===== config.mk =====
export PLATFORM = sky130hd
export DESIGN_NAME = booth_mul_seq
export DESIGN_NICKNAME = d
export VERILOG_FILES = /design/src/rtl/booth_mul_seq.sv
export SDC_FILE = /design/constraint.sdc
export NUM_CORES = 1
export LEC_CHECK = 0
export ABC_AREA = 1
export BUFFER_PORTS_ARGS = -buffer_cell sky130_fd_sc_hd__buf_2
export CAP_MARGIN = 10
export CELL_PAD_IN_SITES_DETAIL_PLACEMENT = 1
export CELL_PAD_IN_SITES_GLOBAL_PLACEMENT = 1
export CORE_ASPECT_RATIO = 1.75
export CORE_MARGIN = 4
export CORE_UTILIZATION = 39
export DETAILED_ROUTE_END_ITERATION = 10
export GPL_ROUTABILITY_DRIVEN = 0
export GPL_TIMING_DRIVEN = 0
export HOLD_SLACK_MARGIN = 0.12
export PLACE_DENSITY = 0.86
export SYNTH_ARGS = -nofsm -noshare
export SYNTH_HDL_FRONTEND = slang
export SYNTH_SLANG_ARGS = --single-unit
export TNS_END_PERCENT = 100

===== constraint.sdc =====
create_clock -name clk -period 5 [get_ports clk]
set_clock_uncertainty 0.2 [all_clocks]
set_input_delay 0.75 -clock clk [delete_from_list [all_inputs] [get_ports clk]]
set_output_delay 0.75 -clock clk [all_outputs]
set_load 0.01 [all_outputs]

===== src/rtl/booth_mul_seq.sv =====
// Sequential radix-4 Booth multiplier: retires one Booth digit per clock and
// delivers a 2*WIDTH signed or unsigned product via a start/done handshake.
module booth_mul_seq #(
    parameter int WIDTH = 32
) (
    input  logic             clk,
    input  logic             clr,
    input  logic             start,
    input  logic             is_signed,
    input  logic [WIDTH-1:0] M,
    input  logic [WIDTH-1:0] Q,
    output logic             busy,
    output logic             done,
    output logic [WIDTH-1:0] res_hi,
    output logic [WIDTH-1:0] res_lo
);

    localparam int E  = WIDTH + 2;
    localparam int N  = E / 2;
    localparam int AW = 2 * E;
    localparam int CW = $clog2(N) + 1;

    typedef enum logic [1:0] {IDLE, RUN, DONE} state_t;

    state_t          state_reg, state_next;
    logic [AW-1:0]   acc_reg, mcand_reg;
    logic [AW-1:0]   pp, acc_next;
    logic [E-1:0]    mult_reg;
    logic            prev_reg;
    logic [CW-1:0]   count_reg;
    logic            busy_reg, done_reg;
    logic [WIDTH-1:0] hi_reg, lo_reg;
    logic            load, last_digit;
    logic [2:0]      digit;

    assign busy   = busy_reg;
    assign done   = done_reg;
    assign res_hi = hi_reg;
    assign res_lo = lo_reg;

    assign last_digit = (count_reg == CW'(N - 1));
    assign digit      = {mult_reg[1:0], prev_reg};

    // The multiplicand shifts left two bits per digit, so the partial product
    // is already aligned to weight 2i when it is added.
    always_comb begin
        pp = '0;
        case (digit)
            3'b001, 3'b010: pp = mcand_reg;
            3'b011:         pp = {mcand_reg[AW-2:0], 1'b0};
            3'b100:         pp = -{mcand_reg[AW-2:0], 1'b0};
            3'b101, 3'b110: pp = -mcand_reg;
            default:        pp = '0;
        endcase
        acc_next = acc_reg + pp;
    end

    always_comb begin
        state_next = state_reg;
        load       = 1'b0;
        case (state_reg)
            IDLE: begin
                if (start) begin
                    state_next = RUN;
                    load       = 1'b1;
                end
            end
            RUN: begin
                if (last_digit) state_next = DONE;
            end
            DONE: begin
                if (start) begin
                    state_next = RUN;
                    load       = 1'b1;
                end else begin
                    state_next = IDLE;
                end
            end
            default: state_next = IDLE;
        endcase
    end

    always_ff @(posedge clk) begin
        if (clr) begin
            state_reg <= IDLE;
            busy_reg  <= 1'b0;
            done_reg  <= 1'b0;
            acc_reg   <= '0;
            mcand_reg <= '0;
            mult_reg  <= '0;
            prev_reg  <= 1'b0;
            count_reg <= '0;
            hi_reg    <= '0;
            lo_reg    <= '0;
        end else begin
            state_reg <= state_next;
            busy_reg  <= (state_next == RUN);
            done_reg  <= (state_next == DONE);
            if (load) begin
                // Two extra operand bits let unsigned values use the signed recoding.
                acc_reg   <= '0;
                mcand_reg <= {{(AW-WIDTH){is_signed & M[WIDTH-1]}}, M};
                mult_reg  <= {{2{is_signed & Q[WIDTH-1]}}, Q};
                prev_reg  <= 1'b0;
                count_reg <= '0;
            end else if (state_reg == RUN) begin
                acc_reg   <= acc_next;
                mcand_reg <= {mcand_reg[AW-3:0], 2'b00};
                mult_reg  <= {2'b00, mult_reg[E-1:2]};
                prev_reg  <= mult_reg[1];
                count_reg <= count_reg + CW'(1);
                if (last_digit) begin
                    hi_reg <= acc_next[2*WIDTH-1:WIDTH];
                    lo_reg <= acc_next[WIDTH-1:0];
                end
            end
        end
    end

endmodule


==> flow_metrics.py, run 1 <==
metrics = {
    "outcome": {
        "status": "complete, no violations",
    },
    "floorplan": {
        "fp.dieArea_sq_mm": 0.0468,
        "pin_count": 134,
        "fp-row-count": 100,
        "start_util": 0.396,
        "fp.dieH_um": 283,
        "die_x_um": 165,
        "core_sq_mm": 0.0427,
    },
    "placement": {
        "dpl_cell_area_sq_mm": 0.0183,
        "io_buffers": 132,
        "hpwl_um": 64300,
        "pre_cts_ws_ps": -141,
    },
    "clock_network": {
        "cts.sinks": 236,
        "clk_latency_ps": 580,
        "clk_pin_slew_ps": 70,
        "cts_tree": "done",
        "clockBufferDepth": 3,
        "cts_hold_buf": 0,
        "h-tree-depth": 1,
        "cts_root_buf": "clkbuf_16",
        "cts_made_buffers": 25,
    },
    "detailed_routing": {
        "first_pass_iters": 5,
        "drt-total-wl_um": 78900,
        "vias": 20200,
        "avgViaCountPerCell": 5.90,
        "initialDrtViolationCount": 1464,
        "detail-route-antenna-nets": 0,
        "route.detailed.drc": 0,
        "avgRoutedWirePerCell_um": 23.0,
    },
    "finish": {
        "multiInputGateArea_sq_mm": 0.0104,
        "diodes": 0,
        "nets": 2987,
        "nFillCells": 5844,
        "layout_common_cells": "546 x nand2_1, 406 x nor2_1, 372 x inv_1",
        "post-route-util": 0.450,
        "regArea_sq_mm": 0.00472,
        "drive_gt1_frac": 0.0909,
        "fin_area_sq_mm": 0.0192,
        "area_delta_synth_final_pct": 13.8,
        "layout_commonest_cell": "nand2_1",
    },
    "min_path": {
        "min_from": "Q[2]",
        "worst_hold_path.endpoint": "mult_reg[2]",
        "min_path_type": "in -> reg",
        "hold_depth": 3,
    },
    "setup_path": {
        "worstPathArrival_ps": 5230,
        "timing.rr.end": "acc_reg[40]",
        "slowest_delay_ps": 480,
        "cp_slowest_cell": "o2111ai_1",
        "required_ps": 5260,
        "crit_fanout": 10,
        "start_kind": "flip-flop",
        "critPathBufInv": 4,
        "path_cells": "inv_1 -> nand2_1 -> nand2_1 -> nor2_4 -> clkinv_2 -> clkbuf_1 -> o2111ai_1 -> ha_1 -> a21oi_1 -> o21ai_0 -> a21oi_1 -> nand2_1 -> nand2_1 -> nand2_1 -> nand2_1 -> nand2_1 -> xnor2_2 -> nand2_1 -> nand2_1 -> inv_1",
        "end_kind": "flip-flop",
        "critPathTopFamily": "simple AND/OR/NAND/NOR gates",
        "ff2ff_setup_slack_ps": 30,
        "ff2ff_path_depth": 20,
        "worstReg2RegStart": "mult_reg[0]",
        "criticalPathCategory": "reg -> reg",
        "crit_top_cell": "nand2_1",
    },
    "global_routing": {
        "grt.overflow.total": 0,
        "grt_usage": 0.328,
        "grt_max_degree": 15,
        "grt_pass1_vias": 21600,
        "grt_pass1_wl_um": 119000,
        "antenna_found_initial": 0,
    },
    "power": {
        "p_leak_uw": 0.00864,
        "powerDensity_mw_per_mm2": 295,
        "peakVddDrop_v": 0.000261,
        "power_uw": 5660,
    },
    "timing": {
        "relSlewSlack": 0.255,
        "hold_viol": 0,
        "min_period_ps": 4970,
        "drv_slew": 0,
        "fin_ws_ps": 32.1,
        "tightestPinTransition_ps": 1120,
        "rsz0062_at_grt": "true",
        "finalSetupViolations": 0,
        "clock.fmax_mhz": 201,
        "final.period_utilization": 0.994,
    },
    "synth": {
        "synth.distinct_cells": 47,
        "netlist_instances": 2692,
        "synth_fp_nets": 2827,
        "syn_area_sq_mm": 0.0169,
        "synth_ff_type": "dfxtp_1",
        "seq_area_frac_synth": 0.280,
        "synth_edf_count": 0,
        "synthArstFlopShare": 0,
        "yosys_warnings": 0,
        "ys_ff_latch": 236,
        "syn_avg_cell_area_sq_um": 6.27,
    },
    "run": {
        "drv_cap": 0,
    },
}
-- cells in the mapped netlist, types with 47 or more instances --
cell        n  area share
ha_1       66       0.049
nor2_1    412       0.092
a221oi_1   47       0.024
nand2_1   548        0.12
a21oi_1   112       0.033
xor2_1     71       0.037
nand3_1   192       0.057
clkbuf_1   90       0.020
inv_1     372       0.083
a31oi_1    58       0.021
o21ai_0   188       0.056
dfxtp_1   236        0.28
-- through the flow --
stage | TNS [ps] | hold WS, ps | cells
after floorplan | 0 | 239 | 2692
after global placement | -92.0 | 253 | 3385
after detailed placement | -579 | 268 | 3385
after CTS | 0 | 222 | 3430
after global routing | -105 | 248 | 3431
final | 0 | 234 | 3431
-- where the power goes --
| part | switching [uW] | internal [uW] | leakage, uW |
|---|---|---|---|
| Combinational | 1120 | 454 | 0.00631 |
| Sequential | 111 | 1990 | 0.00193 |
| Clock | 879 | 1100 | 0.000403 |
| Total | 2110 | 3550 | 0.00864 |
-- layout make-up --
class,count,area share
Clock buffer,34,0.0369
Inverter,381,0.0745
Buffer,111,0.0231
Tap cell,561,0.0365
Multi-Input combinational cell,1963,0.541
Sequential cell,236,0.246
Clock inverter,11,0.00664
Timing Repair Buffer,134,0.0352
-- worst min-delay path: cells and delay by family --
family	cells	cell delay (ps)
buf+inv	1	90
simple gates	1	70
compound gates	1	60
-- routing by layer --
| layer | track usage | part of all wire | vias to the layer above |
|---|---|---|---|
| met5 | 0 | 0 | - |
| li1 | - | - | 9222 |
| met2 | 0.569 | 0.48 | 929 |
| met3 | 0.0579 | 0.062 | 468 |
| met4 | 0.322 | 0.13 | 0 |
| met1 | 0.314 | 0.33 | 9610 |
-- cells by family (layout without fill, tap and decap cells) --
kind of cell,Yosys count,after routing,share of synthesized area
AO/OA/AOI/OAI,548,548,0.200
XOR/XNOR,81,81,0.0420
adder cells (fa/ha/maj),67,67,0.0501
buffers and inverters,493,671,0.111
flip-flops,236,236,0.280
AND/OR/NAND/NOR,1267,1267,0.317
-- worst max-delay path by stage --
stage / endpoint / cells after the start / slack, ps / start
4_1_cts: res_hi[16] / 20 / 30 / mult_reg[0]
2_1_floorplan: acc_reg[63] / 28 / 1480 / mcand_reg[0]
3_3_place_gp: acc_reg[26] / 20 / -90 / mult_reg[0]
5_1_grt: res_hi[21] / 24 / -70 / mcand_reg[0]
3_5_place_dp: acc_reg[26] / 20 / -140 / mult_reg[0]
6_report: acc_reg[40] / 20 / 30 / mult_reg[0]
-- repair_timing --
action,in CTS,in global routing
setup buffers,0,2
setup endpoints to repair,13,73
resized for setup,5,47
pin swaps,0,1
No activity file was read; power rests on OpenSTA's default activity.
==> run 2, diff against run 1 <==
--- a/config.mk
+++ b/config.mk
@@ -6,7 +6,7 @@
 export NUM_CORES = 1
 export LEC_CHECK = 0
 export ABC_AREA = 1
-export BUFFER_PORTS_ARGS = -buffer_cell sky130_fd_sc_hd__buf_2
+export BUFFER_PORTS_ARGS = -buffer_cell sky130_fd_sc_hd__clkbuf_2
 export CAP_MARGIN = 10
 export CELL_PAD_IN_SITES_DETAIL_PLACEMENT = 1
 export CELL_PAD_IN_SITES_GLOBAL_PLACEMENT = 1
==> flow_metrics.py, run 2 (synthesis gave the netlist of run 1 again) <==
metrics = {
    "global_routing": {
        "grt_usage": 0.332,
        "antenna_found_initial": 1,
        "grt_pass1_wl_um": 120000,
        "grt_max_degree": 15,
        "grt.overflow.total": 0,
        "grt_pass1_vias": 21800,
    },
    "finish": {
        "regArea_sq_mm": 0.00472,
        "drive_gt1_frac": 0.0898,
        "layout_commonest_cell": "nand2_1",
        "multiInputGateArea_sq_mm": 0.0104,
        "nets": 2988,
        "diodes": 0,
        "area_delta_synth_final_pct": 13.7,
        "final_cells": 3433,
        "layout_common_cells": "547 x nand2_1, 408 x nor2_1, 372 x inv_1",
        "nFillCells": 5824,
    },
    "power": {
        "peakVddDrop_v": 0.000246,
        "powerDensity_mw_per_mm2": 290,
        "power_uw": 5570,
        "p_leak_uw": 0.00859,
    },
    "timing": {
        "clock.fmax_mhz": 198,
        "setup_tns_ps": -45.3,
        "finalSetupViolations": 1,
        "final.period_utilization": 1.01,
        "fin_ws_ps": -45.3,
        "hold_viol": 0,
        "relSlewSlack": 0.264,
        "min_period_ps": 5050,
        "drv_slew": 0,
        "tightestPinTransition_ps": 1100,
    },
    "clock_network": {
        "clk_latency_ps": 570,
        "h-tree-depth": 1,
        "clockBufferDepth": 3,
        "cts_made_buffers": 25,
        "cts_tree": "done",
        "clk_pin_slew_ps": 70,
        "cts_hold_buf": 0,
        "cts_root_buf": "clkbuf_16",
        "cts.sinks": 236,
    },
    "floorplan": {
        "start_util": 0.396,
        "fp-row-count": 100,
        "die_x_um": 165,
        "pin_count": 134,
        "fp.dieH_um": 283,
        "fp.dieArea_sq_mm": 0.0468,
        "core_sq_mm": 0.0427,
    },
    "setup_path": {
        "criticalPathCategory": "reg -> reg",
        "required_ps": 5260,
        "worstPathArrival_ps": 5310,
        "start_kind": "flip-flop",
        "crit_fanout": 10,
        "worstReg2RegStart": "mult_reg[0]",
        "end_kind": "flip-flop",
        "crit_start": "mult_reg[0]",
    },
    "placement": {
        "io_buffers": 132,
        "place_inst": 3385,
        "hpwl_um": 64600,
        "pre_cts_ws_ps": -224,
    },
    "detailed_routing": {
        "drt-total-wl_um": 79200,
        "route.detailed.drc": 0,
        "detail-route-antenna-nets": 0,
        "vias": 20200,
        "avgViaCountPerCell": 5.89,
        "avgRoutedWirePerCell_um": 23.1,
        "first_pass_iters": 6,
        "initialDrtViolationCount": 1364,
    },
    "min_path": {
        "min_path_type": "in -> reg",
        "min_from": "Q[2]",
    },
    "outcome": {
        "violations": "negative setup slack",
        "status": "complete, but fails checks",
    },
    "run": {
        "drv_cap": 0,
    },
}
[run 2: cell types whose count changed in the layout (fill, tap and decap cells not counted), moves of 2 or more]
cell,delta
a21boi_1,-2
nor2_2,-3
nor2_1,+2
o21ai_0,+3
clkinv_2,+2
a21oi_1,+2
o21ai_1,-3
a21boi_0,+2
clkbuf_2,+130
buf_1,+2
buf_2,-132
a21oi_2,-3
[run 2: final cells by class]
cell class / count / area share
Multi-Input combinational cell: 1963 / 0.542
Sequential cell: 236 / 0.246
Inverter: 381 / 0.0746
Tap cell: 561 / 0.0366
Clock buffer: 34 / 0.0364
Timing Repair Buffer: 135 / 0.0356
Buffer: 111 / 0.0230
Clock inverter: 12 / 0.00554
[run 2: path summary, 6_finish.rpt]
path                                    end  slack (ps)  cells past startpoint
worst max register to register  acc_reg[25]         -50                     18
worst max-delay path            acc_reg[25]         -50                     18
worst min register to register    res_lo[1]         280                      2
worst min-delay path            mult_reg[2]         230                      3
[run 2: critical path, cell delays in order (launching register included)]
cell and delay, ps:
dfxtp_1 340, inv_1 70, nand2_1 140, nand2_1 310, nor2_4 360, clkinv_2 280, buf_1 400, o21ai_0 610
ha_1 400, nand2_1 150, nor2_1 70, nor2_1 130, o21ai_0 200, a21oi_1 170, nand2_1 290, xnor2_1 520
nand2_1 110, o211ai_1 120, inv_1 60
[run 2: where the power goes]
part | switching [uW] | total [uW] | internal [uW]
Clock | 856 | 1890 | 1040
Combinational | 1120 | 1580 | 452
Sequential | 112 | 2100 | 1990
Total | 2090 | 5570 | 3480
[run 2: what timing repair did]
action,4_1_cts,5_1_grt
gates cloned,0,0
setup endpoints to repair,11,62
setup buffers,0,3
resized for setup,6,37
pin swaps,0,1
[run 2: per-layer routing]
layer / track usage / vias up / wire length (um)
met5: 0 / - / 10
met4: 0.317 / 2 / 9670
met3: 0.0643 / 465 / 5160
met1: 0.321 / 9603 / 26000
met2: 0.571 / 916 / 38400
li1: - / 9237 / -
[run 2: per-stage QoR]
stage          hold WS [ps]  instance area [sq um]  utilization
2_1_floorplan           239                  16900            -
3_3_place_gp            253                  18300        0.428
3_5_place_dp            268                  18300        0.428
4_1_cts                 213                  19100        0.447
5_1_grt                 242                  19200        0.450
6_report                226                  19200        0.450
==> run 3, diff against run 2 <==
--- a/config.mk
+++ b/config.mk
@@ -8,16 +8,15 @@
 export ABC_AREA = 1
 export BUFFER_PORTS_ARGS = -buffer_cell sky130_fd_sc_hd__clkbuf_2
 export CAP_MARGIN = 10
-export CELL_PAD_IN_SITES_DETAIL_PLACEMENT = 1
-export CELL_PAD_IN_SITES_GLOBAL_PLACEMENT = 1
 export CORE_ASPECT_RATIO = 1.75
 export CORE_MARGIN = 4
 export CORE_UTILIZATION = 39
+export CTS_BUF_LIST = sky130_fd_sc_hd__clkbuf_4 sky130_fd_sc_hd__clkbuf_8 sky130_fd_sc_hd__clkbuf_16
 export DETAILED_ROUTE_END_ITERATION = 10
 export GPL_ROUTABILITY_DRIVEN = 0
 export GPL_TIMING_DRIVEN = 0
 export HOLD_SLACK_MARGIN = 0.12
-export PLACE_DENSITY = 0.86
+export PLACE_DENSITY = 0.68
 export SYNTH_ARGS = -nofsm -noshare
 export SYNTH_HDL_FRONTEND = slang
 export SYNTH_SLANG_ARGS = --single-unit
==> flow_metrics.py, run 3 (synthesis gave the netlist of run 1 again) <==
metrics = {
    "outcome": {
        "status": "complete, no violations",
    },
    "finish": {
        "nFillCells": 4460,
        "post-route-util": 0.449,
        "drive_gt1_frac": 0.0879,
        "area_delta_synth_final_pct": 13.4,
        "diodes": 0,
        "nets": 2987,
        "layout_commonest_cell": "nand2_1",
        "layout_common_cells": "548 x nand2_1, 410 x nor2_1, 372 x inv_1",
    },
    "timing": {
        "drv_slew": 0,
        "clock.fmax_mhz": 206,
        "finalSetupViolations": 0,
        "final.period_utilization": 0.973,
        "tightestPinTransition_ps": 1170,
        "min_period_ps": 4860,
        "relSlewSlack": 0.217,
        "hold_viol": 0,
        "fin_ws_ps": 137,
        "rsz0062_at_grt": "true",
    },
    "detailed_routing": {
        "vias": 19800,
        "detail-route-antenna-nets": 0,
        "initialDrtViolationCount": 2003,
        "route.detailed.drc": 0,
        "drt-total-wl_um": 74600,
        "avgViaCountPerCell": 5.77,
        "first_pass_iters": 9,
        "avgRoutedWirePerCell_um": 21.8,
    },
    "power": {
        "peakVddDrop_v": 0.000290,
        "powerDensity_mw_per_mm2": 289,
        "switching_share": 0.381,
        "p_leak_uw": 0.00855,
        "pwr-share-clk": 0.329,
        "power_switching_uw": 2110,
        "pwr-share-comb": 0.291,
        "internal_power_uw": 3430,
        "sequentialPowerShare": 0.380,
    },
    "setup_path": {
        "ff2ff_setup_slack_ps": 140,
        "crit_top_cell": "inv_1",
        "cp_slowest_cell": "nor3_1",
        "ff2ff_path_depth": 24,
        "required_ps": 5260,
        "crit_cells": 24,
        "path_cells": "inv_1 -> ha_2 -> nand3_2 -> nor2_4 -> nand2_2 -> nor2_2 -> nand2_2 -> nor2_4 -> nand2_1 -> nor2_1 -> xor2_1 -> o221ai_1 -> ha_1 -> nand2_1 -> nor2_1 -> inv_1 -> nor2_1 -> inv_1 -> nor3_1 -> nand3_1 -> nand3_1 -> nand3_1 -> nand2_1 -> inv_1",
        "start_kind": "flip-flop",
        "end_kind": "flip-flop",
        "slowest_delay_ps": 590,
        "timing.rr.end": "acc_reg[59]",
        "timing.critical_path.to": "acc_reg[59]",
        "crit_start": "mcand_reg[0]",
        "worstReg2RegStart": "mcand_reg[0]",
        "worstPathArrival_ps": 5120,
        "crit_fanout": 5,
        "critPathTopFamily": "simple AND/OR/NAND/NOR gates",
        "criticalPathCategory": "reg -> reg",
        "critPathBufInv": 4,
    },
    "clock_network": {
        "cts.sinks": 236,
        "cts_tree": "done",
        "cts_made_buffers": 23,
        "clockBufferDepth": 3,
        "clk_pin_slew_ps": 70,
        "cts_root_buf": "clkbuf_16",
        "clk_latency_ps": 560,
        "h-tree-depth": 1,
    },
    "global_routing": {
        "grt_pass1_wl_um": 111000,
        "grt_pass1_vias": 19000,
        "grt.overflow.total": 0,
        "grt_max_degree": 16,
        "antenna_found_initial": 2,
        "grt_usage": 0.309,
    },
    "placement": {
        "hpwl_um": 58300,
        "io_buffers": 132,
        "pre_cts_ws_ps": 76.6,
    },
    "floorplan": {
        "pin_count": 134,
        "fp.dieArea_sq_mm": 0.0468,
        "fp.dieH_um": 283,
        "fp-row-count": 100,
        "die_x_um": 165,
        "core_sq_mm": 0.0427,
        "start_util": 0.396,
    },
    "min_path": {
        "min_path_type": "in -> reg",
        "hold_depth": 3,
    },
    "run": {
        "drv_cap": 0,
    },
}
-- run 3: repair_timing --
action	in CTS	in global routing
hold buffers	0	0
resized for setup	0	30
hold endpoints to repair	0	0
setup endpoints to repair	0	64
setup buffers	0	1
-- run 3: area by class of cell --
type                       count  area [sq um]  share of cell area
buffer                       112           439              0.0229
tap                          561           702              0.0366
timing repair buffer         135           683              0.0357
clock buffer                  30           653              0.0341
multi-input combinational   1963         10400               0.544
inverter                     381          1430              0.0749
sequential                   236          4720               0.247
clock inverter                11           101             0.00529
-- run 3: through the flow --
step | setup TNS [ps] | cell area [sq um] | hold slack (ps) | std cells | total power, uW
after floorplan | 0 | 16900 | 239 | 2692 | 3110
after global placement | 0 | 18300 | 255 | 3385 | 3630
after detailed placement | 0 | 18300 | 259 | 3385 | 3650
after CTS | 0 | 19000 | 241 | 3426 | 5450
after global routing | -75.7 | 19200 | 259 | 3429 | 5740
final | 0 | 19200 | 249 | 3429 | 5540
-- run 3: how the worst min path moves through the flow --
stage | start | to | slack, ps
after floorplan | mult_reg[28] | mult_reg[28] | 240
after global placement | acc_reg[0] | acc_reg[0] | 260
after detailed placement | res_lo[29] | res_lo[29] | 260
after CTS | Q[25] | mult_reg[25] | 240
after global routing | Q[19] | mult_reg[19] | 260
final | Q[25] | mult_reg[25] | 250
-- run 3: routing by layer --
metal  global-route usage  part of all wire  up-vias
li1                     -                 -     9248
met1                0.317              0.33     8983
met2                0.512              0.46     1125
met3               0.0620             0.081      426
met4                0.294              0.13        2
met5                    0           0.00012        -
-- run 3: worst reg2reg max path: stages, from the launching register on --
cell and delay, ps:
dfxtp_1 320, inv_1 170, ha_2 290, nand3_2 140, nor2_4 150, nand2_2 70, nor2_2 120, nand2_2 110
nor2_4 160, nand2_1 110, nor2_1 120, xor2_1 230, o221ai_1 260, ha_1 550, nand2_1 200, nor2_1 140
inv_1 80, nor2_1 90, inv_1 80, nor3_1 590, nand3_1 220, nand3_1 140, nand3_1 110, nand2_1 90
inv_1 40
-- run 3: power groups by stage --
stage	Combinational [uW]	Clock, uW	Sequential, uW
2_1_floorplan	1010	0	2100
3_3_place_gp	1490	0	2140
3_5_place_dp	1510	0	2140
4_1_cts	1520	1830	2100
5_1_grt	1730	1900	2120
6_report	1610	1820	2110
